## src/rtl/surf_dout_frame_arbiter.sv

```systemverilog
// Round-robin, frame-granular merge of NSURF AXI4-Stream channels into one registered output.
// Define FRAME_TIMEOUT_EN to add the stalled-frame watchdog (abort beat, drain, sticky errors).
module surf_dout_frame_arbiter #(
    parameter int NSURF          = 7,
    parameter int DATA_WIDTH     = 8,
    parameter int CNT_WIDTH      = 16,
    parameter int TIMEOUT_CYCLES = 1024,
    localparam int UW = (NSURF > 1) ? $clog2(NSURF) : 1
) (
    input  logic                        sysclk_i,
    input  logic                        rst_i,
    input  logic [NSURF-1:0]            enable_mask_i,
    input  logic [NSURF*DATA_WIDTH-1:0] s_tdata,
    input  logic [NSURF-1:0]            s_tvalid,
    input  logic [NSURF-1:0]            s_tlast,
    output logic [NSURF-1:0]            s_tready,
    output logic [DATA_WIDTH-1:0]       m_tdata,
    output logic                        m_tvalid,
    output logic                        m_tlast,
    output logic [UW-1:0]               m_tuser,
    input  logic                        m_tready,
    output logic                        active_o,
    output logic [CNT_WIDTH-1:0]        frames_o,
    output logic                        timeout_o,
    output logic [NSURF-1:0]            err_o,
    input  logic                        err_clr_i
);

    if (NSURF < 1 || NSURF > 16 || TIMEOUT_CYCLES < 2) begin : g_param_check
        $error("surf_dout_frame_arbiter: unsupported parameter value");
    end

    typedef enum logic [1:0] {StIdle, StStream, StAbort} state_e;

    state_e                state_q, state_d;
    logic [UW-1:0]         grant_q, grant_d;
    logic [UW-1:0]         last_grant_q, last_grant_d;
    logic [DATA_WIDTH-1:0] m_tdata_q, m_tdata_d;
    logic                  m_tvalid_q, m_tvalid_d;
    logic                  m_tlast_q, m_tlast_d;
    logic [UW-1:0]         m_tuser_q, m_tuser_d;
    logic [CNT_WIDTH-1:0]  frames_q, frames_d;
    logic [NSURF-1:0]      eligible;
    logic                  load;
    logic                  found;
    int                    idx;

`ifdef FRAME_TIMEOUT_EN
    localparam int SW = $clog2(TIMEOUT_CYCLES + 1);
    logic [SW-1:0]    stall_q, stall_d;
    logic [NSURF-1:0] drain_q, drain_d;
    logic [NSURF-1:0] err_q, err_d;
    logic             timeout_q, timeout_d;
`else
    logic unused_err_clr;
    assign unused_err_clr = err_clr_i;
`endif

    always_comb begin
        load         = !m_tvalid_q || m_tready;
        state_d      = state_q;
        grant_d      = grant_q;
        last_grant_d = last_grant_q;
        m_tdata_d    = m_tdata_q;
        m_tvalid_d   = m_tvalid_q;
        m_tlast_d    = m_tlast_q;
        m_tuser_d    = m_tuser_q;
        frames_d     = frames_q;
        s_tready     = '0;
        found        = 1'b0;
        idx          = 0;
        eligible     = s_tvalid & enable_mask_i;
`ifdef FRAME_TIMEOUT_EN
        stall_d   = stall_q;
        drain_d   = drain_q;
        err_d     = err_clr_i ? '0 : err_q;
        timeout_d = 1'b0;
        eligible  = eligible & ~drain_q;
        // Draining channels are sunk unconditionally until their frame ends.
        for (int i = 0; i < NSURF; i++) begin
            if (drain_q[i]) begin
                s_tready[i] = 1'b1;
                if (s_tvalid[i] && s_tlast[i]) drain_d[i] = 1'b0;
            end
        end
`endif
        if (m_tvalid_q && m_tready && m_tlast_q) frames_d = frames_q + CNT_WIDTH'(1);
        if (load) begin
            m_tvalid_d = 1'b0;
            m_tlast_d  = 1'b0;
        end

        unique case (state_q)
            StIdle: begin
                for (int k = 1; k <= NSURF; k++) begin
                    idx = (int'(last_grant_q) + k) % NSURF;
                    if (!found && eligible[idx]) begin
                        found   = 1'b1;
                        grant_d = UW'(idx);
                    end
                end
                if (found) begin
                    state_d = StStream;
`ifdef FRAME_TIMEOUT_EN
                    stall_d = '0;
`endif
                end
            end
            StStream: begin
                s_tready[grant_q] = load;
                if (load && s_tvalid[grant_q]) begin
                    m_tdata_d  = s_tdata[grant_q*DATA_WIDTH +: DATA_WIDTH];
                    m_tvalid_d = 1'b1;
                    m_tlast_d  = s_tlast[grant_q];
                    m_tuser_d  = grant_q;
                    if (s_tlast[grant_q]) begin
                        last_grant_d = grant_q;
                        state_d      = StIdle;
                    end
                end
`ifdef FRAME_TIMEOUT_EN
                // Only source-side stalls count; downstream backpressure never aborts.
                if (load && s_tvalid[grant_q]) begin
                    stall_d = '0;
                end else if (!s_tvalid[grant_q]) begin
                    if (stall_q == SW'(TIMEOUT_CYCLES - 1)) begin
                        stall_d = '0;
                        state_d = StAbort;
                    end else begin
                        stall_d = stall_q + SW'(1);
                    end
                end
`endif
            end
`ifdef FRAME_TIMEOUT_EN
            StAbort: begin
                if (load) begin
                    m_tdata_d        = '0;
                    m_tvalid_d       = 1'b1;
                    m_tlast_d        = 1'b1;
                    m_tuser_d        = grant_q;
                    timeout_d        = 1'b1;
                    err_d[grant_q]   = 1'b1;
                    drain_d[grant_q] = 1'b1;
                    last_grant_d     = grant_q;
                    state_d          = StIdle;
                end
            end
`endif
            default: state_d = StIdle;
        endcase
    end

    always_ff @(posedge sysclk_i or posedge rst_i) begin
        if (rst_i) begin
            state_q      <= StIdle;
            grant_q      <= '0;
            last_grant_q <= UW'(NSURF - 1);
            m_tdata_q    <= '0;
            m_tvalid_q   <= 1'b0;
            m_tlast_q    <= 1'b0;
            m_tuser_q    <= '0;
            frames_q     <= '0;
`ifdef FRAME_TIMEOUT_EN
            stall_q      <= '0;
            drain_q      <= '0;
            err_q        <= '0;
            timeout_q    <= 1'b0;
`endif
        end else begin
            state_q      <= state_d;
            grant_q      <= grant_d;
            last_grant_q <= last_grant_d;
            m_tdata_q    <= m_tdata_d;
            m_tvalid_q   <= m_tvalid_d;
            m_tlast_q    <= m_tlast_d;
            m_tuser_q    <= m_tuser_d;
            frames_q     <= frames_d;
`ifdef FRAME_TIMEOUT_EN
            stall_q      <= stall_d;
            drain_q      <= drain_d;
            err_q        <= err_d;
            timeout_q    <= timeout_d;
`endif
        end
    end

    assign m_tdata  = m_tdata_q;
    assign m_tvalid = m_tvalid_q;
    assign m_tlast  = m_tlast_q;
    assign m_tuser  = m_tuser_q;
    assign active_o = (state_q != StIdle);
    assign frames_o = frames_q;
`ifdef FRAME_TIMEOUT_EN
    assign timeout_o = timeout_q;
    assign err_o     = err_q;
`else
    assign timeout_o = 1'b0;
    assign err_o     = '0;
`endif

endmodule
```

## config.mk

```make
export PLATFORM = sky130hd
export DESIGN_NAME = surf_dout_frame_arbiter
export DESIGN_NICKNAME = d
export VERILOG_FILES = /design/src/rtl/surf_dout_frame_arbiter.sv
export SDC_FILE = /design/constraint.sdc
export NUM_CORES = 1
export LEC_CHECK = 0
export CORE_ASPECT_RATIO = 1.25
export CORE_MARGIN = 8
export CORE_UTILIZATION = 25
export DETAILED_ROUTE_END_ITERATION = 8
export PLACE_DENSITY_LB_ADDON = 0.12
export SYNTH_ARGS = -nofsm -noshare
export SYNTH_HDL_FRONTEND = slang
export SYNTH_SLANG_ARGS = --single-unit
```

## constraint.sdc

```tcl
create_clock -name sysclk_i -period 5.5 [get_ports sysclk_i]
set_clock_uncertainty 0.2 [all_clocks]
set_input_delay 1.1 -clock sysclk_i [delete_from_list [all_inputs] [get_ports sysclk_i]]
set_output_delay 1.1 -clock sysclk_i [all_outputs]
set_load 0.01 [all_outputs]
```

==> out/metrics.yaml, run 1 <==
min_path:
  min_path_cells: 1
  min_path_type: "reg -> reg"
  min_to: "frames_o[15]"
  worstHoldStart: "frames_o[15]"
floorplan:
  die_height_um: 167
  die_area_um2: 23000
  top_level_ports: 126
  fp.dieW_um: 137
  core-area_um2: 18000
  initial_core_util_pct: 25.5
  num_rows: 55
setup_path:
  reg2reg_depth: 15
  critPathRequiredTime_ns: 5.49
  crit_type: "reg -> reg"
  slowest_delay_ns: 0.64
  worst_ep_arrival_time_ns: 4.82
  r2r-start: "last_grant_q[2]"
  r2r_end: "grant_q[0]"
  crit_path_end_kind: "flop"
  path_buf_inv: 2
  r2r_slack_ns: 0.67
  cp_common_cell: "mux2i_1"
  startpoint_type: "flop"
  cpMaxStageDelayCell: "dfstp_2"
  cp_max_fo: 7
  path_cells: "inv_1, ha_1, a21boi_1, inv_1, ha_1, or3b_2, nor3b_1, o22a_1, nor2_1, xnor2_1, mux2i_1, mux2i_1, mux2i_1, a32oi_1, o31ai_1"
  cp_top_family: "compound AO/OA/AOI/OAI gates"
route:
  dr_total_vias: 4615
  routed_wl_um: 16700
  vias_per_cell: 5.25
  drt_iter0_drc: 172
  ant_nets: 0
  drcViolationCount: 0
  first_pass_iters: 4
  drt-wirelength-per-cell_um: 19.0
synthesis:
  synth_top_cell_area_share_pct: 18.5
  syn_inst: 542
  synth_most_common_cell: "nand2_1"
  async_flop_share_pct: 100
  synth_edf_count: 0
  yosys-top-cells-count: "nand2_1, mux2i_1, nor2_1, dfrtp_1, o21ai_0"
  avgSynthCellArea_um2: 8.47
  synth_seq_cells: 36
  synth_ff_type: "dfrtp_1"
  yosysWarningCount: 0
  synth_area_um2: 4590
  synth_area_leaders: "dfrtp_1, mux2i_1, ha_1"
  synth.distinct_cells: 87
  ys_seq_area_share_pct: 19.7
  yosysTopAreaCell: "dfrtp_1"
timing:
  min_period_ns: 4.83
  timing.hold.ws_ns: 0.271
  rsz0062_at_grt: "no"
  slew-limit-headroom_pct: 41.3
  timing.final.hold_violations: 0
  fin_crit_sh_pct: 87.9
  finalSetupViolations: 0
  worst_pin_slew_ns: 0.880
  fin_setup_tns_ns: 0
  drv_slew: 0
  fin_ws_ns: 0.668
  clock.fmax_mhz: 207
clock_tree:
  cts_tree: "built"
  cts-resized-gates: 0
  clkTransAtPathRegs_ns: 0.06
  cts_buffers: 5
  postCtsHoldBufs: 0
  clock_latency_ns: 0.28
  cts.htree.levels: 2
  cts_setup_buffers: 0
  clock_path_buffers: 2
  cts_sinks: 36
  cts_root_buf: "clkbuf_16"
global_routing:
  use_met1_pct: 17.9
  grt.met2_usage_pct: 23.8
  grt_max_degree: 37
  antenna_found_initial: 0
  grt_pass1_wl_um: 25900
  grt_pass1_vias: 4542
  grt_overflow: 0
  top_usage_layer: "met2"
  grt_use_met3_pct: 2.34
  track_usage_pct: 14.1
power:
  power_density_nw_per_um2: 665
  ir_drop_mv: 0.239
  p_total_w: 0.00408
  p_leak_nw: 2.48
cells_and_area:
  drive_above_1_share_pct: 11.5
  diodes: 0
  area_growth_pct: 33.8
  fillers: 1902
  layout.cells.non_filler: 879
  nets: 753
placed_design:
  port_buffers: 116
  place_ws_ns: 0.724
  hpwl_um: 13400
  gp_congestion: 0.873
  dp_cells: 871
run_status:
  run_status: "complete, no violations"
run:
  drv_cap: 0
through the flow:
stage               instance area (um^2)  utilization (%)
CTS                                 6140             34.1
global placement                    5980             33.1
finish                              6140             34.1
detailed placement                  5980             33.1
global route                        6140             34.1
floorplan                           4620                -
power by group:
part,leakage (nW),internal (W),switching [W]
sequential,0.451,0.000351,0.0000804
combinational,1.95,0.00142,0.00191
clock,0.0808,0.000213,0.000106
total,2.48,0.00199,0.00209
placed cells by master, fill, tap and decap left out, drive strengths merged, types with 9 or more instances in the layout:
cell           synthesis  layout
inv                   26      26
xnor2                 21      21
ha                    22      22
nor3                  12      12
nand3                  9       9
mux2                  18      18
o21ai                 31      31
a21oi                 22      22
dfrtp                 34      34
a22oi                  9       9
nand2                 47      47
nand2b                 9       9
o211ai                12      12
mux2i                 37      37
clkdlybuf4s50          0     116
buf                   21      14
nor2                  35      35
metal layers:
metal / part of all wire, % / vias to the layer above
met3: 7.2 / 11
li1: - / 2231
met2: 48 / 147
met5: 0 / -
met4: 1.7 / 0
met1: 44 / 2226
area by class of cell:
cell class | instances | area, um^2 | share of cell area (%)
clock buffer | 6 | 129 | 2.10
tap | 228 | 285 | 4.65
sequential | 36 | 903 | 14.7
multi-input combinational | 450 | 3420 | 55.7
inverter | 27 | 101 | 1.65
clock inverter | 2 | 35.0 | 0.571
timing repair buffer | 130 | 1270 | 20.6
worst max-delay path by stage:
| stage | start | to | slack, ns | depth (start not counted) |
|---|---|---|---|---|
| detailed placement | last_grant_q[2] | grant_q[1] | 0.72 | 15 |
| global placement | last_grant_q[2] | grant_q[0] | 0.75 | 15 |
| finish | last_grant_q[2] | grant_q[0] | 0.67 | 15 |
| global route | last_grant_q[2] | grant_q[0] | 0.22 | 15 |
| CTS | last_grant_q[2] | grant_q[0] | 0.69 | 15 |
| floorplan | last_grant_q[0] | grant_q[0] | 0.46 | 18 |
kinds of logic after synthesis:
logic type | synth area share, %
AND/OR/NAND/NOR | 20.1
other | 0.0817
buffers and inverters | 6.38
multiplexers | 16.5
AO/OA/AOI/OAI | 24.9
adder cells (fa/ha/maj) | 6.00
XOR/XNOR | 6.33
flip-flops | 19.7
sequential cells by signal (all words and copies together) (netlist names), named ones only:
signal / count
state_q: 1
m_tuser: 3
frames_o: 16
grant_q: 3
m_tdata: 8
m_tlast: 1
last_grant_q: 3
worst reg2reg max path, cell delays in order, from the launching register on:
cell	delay, ns
dfstp_2	0.64
inv_1	0.17
ha_1	0.26
a21boi_1	0.35
inv_1	0.20
ha_1	0.34
or3b_2	0.52
nor3b_1	0.24
o22a_1	0.17
nor2_1	0.05
xnor2_1	0.54
mux2i_1	0.39
mux2i_1	0.12
mux2i_1	0.19
a32oi_1	0.10
o31ai_1	0.25
(Power assumes the default switching activity.)
==> inputs of run 2 (changes only) <==
--- a/config.mk
+++ b/config.mk
@@ -10,2 +10,3 @@
 export CORE_UTILIZATION = 25
+export CTS_BUF_LIST = sky130_fd_sc_hd__clkbuf_2 sky130_fd_sc_hd__clkbuf_4 sky130_fd_sc_hd__clkbuf_8
 export DETAILED_ROUTE_END_ITERATION = 8
==> constraint.sdc (replaced) <==
create_clock -name sysclk_i -period 5.5 [get_ports sysclk_i]
set_clock_uncertainty 0.2 [all_clocks]
set_input_delay 1.65 -clock sysclk_i [delete_from_list [all_inputs] [get_ports sysclk_i]]
set_output_delay 1.65 -clock sysclk_i [all_outputs]
set_load 0.01 [all_outputs]
==> out/metrics.yaml, run 2 (synthesis results as in run 1) <==
setup_path:
  critPathRequiredTime_ns: 3.65  # -1.84 ns
  crit_type: "in -> out"
  r2r-start: "last_grant_q[0]"
  path_buf_inv: 2  # unchanged
  worst_ep_arrival_time_ns: 3.40  # -1.42 ns
  cp_top_family: "buffers and inverters"
  r2r_slack_ns: 0.66  # about the same
  crit_path_end_kind: "output pin"
  slowest_delay_ns: 0.60  # -0.04 ns
  cp_common_cell: "clkdlybuf4s50_1"
  r2r_end: "grant_q[0]"
  cp_max_fo: 6  # -1
  reg2reg_depth: 16  # +1
  path_cells: "clkdlybuf4s50_1, nand2b_1, nand2_1, nor4b_1, clkdlybuf4s50_1"
  cpMaxStageDelayCell: "clkdlybuf4s50_1"
  startpoint_type: "input port"
clock_tree:
  postCtsHoldBufs: 0  # unchanged
  cts_sinks: 36  # unchanged
  cts_setup_buffers: 0  # unchanged
  clock_path_buffers: 2  # unchanged
  cts_buffers: 5  # unchanged
  clkTransAtPathRegs_ns: 0.08  # +0.02 ns
  cts_tree: "built"
  clock_latency_ns: 0.29  # about the same
  cts-resized-gates: 0  # unchanged
  cts.htree.levels: 2  # unchanged
  cts_root_buf: "clkbuf_8"
floorplan:
  core-area_um2: 18000  # unchanged
  top_level_ports: 126  # unchanged
  fp.dieW_um: 137  # unchanged
  initial_core_util_pct: 25.5  # unchanged
  num_rows: 55  # unchanged
  die_height_um: 167  # unchanged
  die_area_um2: 23000  # unchanged
global_routing:
  grt_pass1_wl_um: 25900  # about the same
  grt_overflow: 0  # unchanged
  grt_max_degree: 34  # -8.1%
  grt_pass1_vias: 4627  # +1.9%
  antenna_found_initial: 1  # +1
  track_usage_pct: 14.0  # -0.13 points
cells_and_area:
  multi_input_area_um2: 3420  # unchanged
  fillers: 1878  # -1.3%
  drive_above_1_share_pct: 11.8  # +0.29 points
  nets: 754  # +0.13%
  largest_reg_flops: 16  # unchanged
  mostFrequentLayoutCell: "clkdlybuf4s50_1"
  fin_area_um2: 6090  # -0.73%
  area_growth_pct: 32.8
  diodes: 0  # unchanged
  layout.cells.non_filler: 880  # +0.11%
  regArea_um2: 903  # unchanged
  final_cell_mix: "clkdlybuf4s50_1, nand2_1, mux2i_1"
route:
  drt-wirelength-per-cell_um: 18.8  # -1.2%
  routed_wl_um: 16600  # -1.1%
  ant_nets: 0  # unchanged
  vias_per_cell: 5.24  # -0.20%
  dr_total_vias: 4611  # -0.087%
  drcViolationCount: 0  # unchanged
  drt_iter0_drc: 242  # +41%
  first_pass_iters: 6  # +2
timing:
  min_period_ns: 5.25  # +0.420 ns
  finalSetupViolations: 0  # unchanged
  timing.hold.ws_ns: 0.274  # +0.00290 ns
  fin_crit_sh_pct: 95.5  # +7.6 points
  worst_pin_slew_ns: 1.07  # +0.193 ns
  rsz0062_at_grt: "no"
  fin_setup_tns_ns: 0  # unchanged
  clock.fmax_mhz: 190  # -8.0%
  slew-limit-headroom_pct: 28.4  # -13 points
  drv_slew: 0  # unchanged
  timing.final.hold_violations: 0  # unchanged
placed_design:
  placed_cell_area_um2: 5980  # +0.13%
  gp_congestion: 0.866  # -0.74%
  dp_cells: 872  # +0.11%
  hpwl_um: 13300  # -0.58%
  port_buffers: 116  # unchanged
power:
  p_total_w: 0.00400  # -1.9%
  power_density_nw_per_um2: 657  # -1.2%
  p_leak_nw: 2.46  # -0.71%
  ir_drop_mv: 0.302  # +26%
min_path:
  worstHoldStart: "frames_o[15]"
  min_path_type: "reg -> reg"
  min_path_cells: 1  # unchanged
  min_to: "frames_o[15]"
run:
  drv_cap: 0  # unchanged
run_status:
  run_status: "complete, no violations"
[run 2: cell count changes in the layout (fill, tap and decap cells not counted), sizes merged]
| cell | change |
|---|---|
| buf | +1 |
[run 2: per-layer routing]
layer | vias up | track usage (%) | share of wire [%]
met2 | 162 | 23.6 | 46
met3 | 22 | 2.54 | 7.2
met5 | - | 0 | 0.079
li1 | 2226 | - | -
met1 | 2199 | 17.3 | 44
met4 | 2 | 4.59 | 2.2
[run 2: worst register-to-register path: cells and delay by family (launching register included)]
kind	cells	cell delay (ns)
AO/OA/AOI/OAI	5	1.03
flip-flops	1	0.64
buffers and inverters	2	0.21
AND/OR/NAND/NOR	2	0.90
adder cells (fa/ha/maj)	3	0.77
XOR/XNOR	1	0.18
multiplexers	3	0.82
[run 2: stage by stage]
stage | setup WS [ns] | util, %
2_1_floorplan | 0.460 | -
3_3_place_gp | 0.244 | 33.2
3_5_place_dp | 0.230 | 33.2
4_1_cts | 0.228 | 33.8
5_1_grt | 0.0571 | 33.8
6_report | 0.248 | 33.8
[run 2: worst max path at each step]
| stage | to | from | depth (start not counted) | slack [ns] |
|---|---|---|---|---|
| global route | s_tready[6] | m_tready | 5 | 0.06 |
| detailed placement | s_tready[6] | m_tready | 5 | 0.23 |
| global placement | s_tready[2] | m_tready | 5 | 0.24 |
| finish | s_tready[6] | m_tready | 5 | 0.25 |
| CTS | s_tready[6] | m_tready | 5 | 0.23 |
| floorplan | grant_q[0] | last_grant_q[0] | 18 | 0.46 |
[run 2: layout make-up]
class	count	share of cell area, %
Clock buffer	6	1.25
Clock inverter	2	0.575
Inverter	27	1.66
Multi-Input combinational cell	450	56.1
Sequential cell	36	14.8
Tap cell	228	4.68
Timing Repair Buffer	131	20.9
[run 2: power by group]
group	internal [W]	switching, W	total, W
Combinational	0.00143	0.00191	0.00334
Sequential	0.000350	0.0000764	0.000426
Clock	0.000140	0.0000995	0.000239
Total	0.00192	0.00208	0.00400
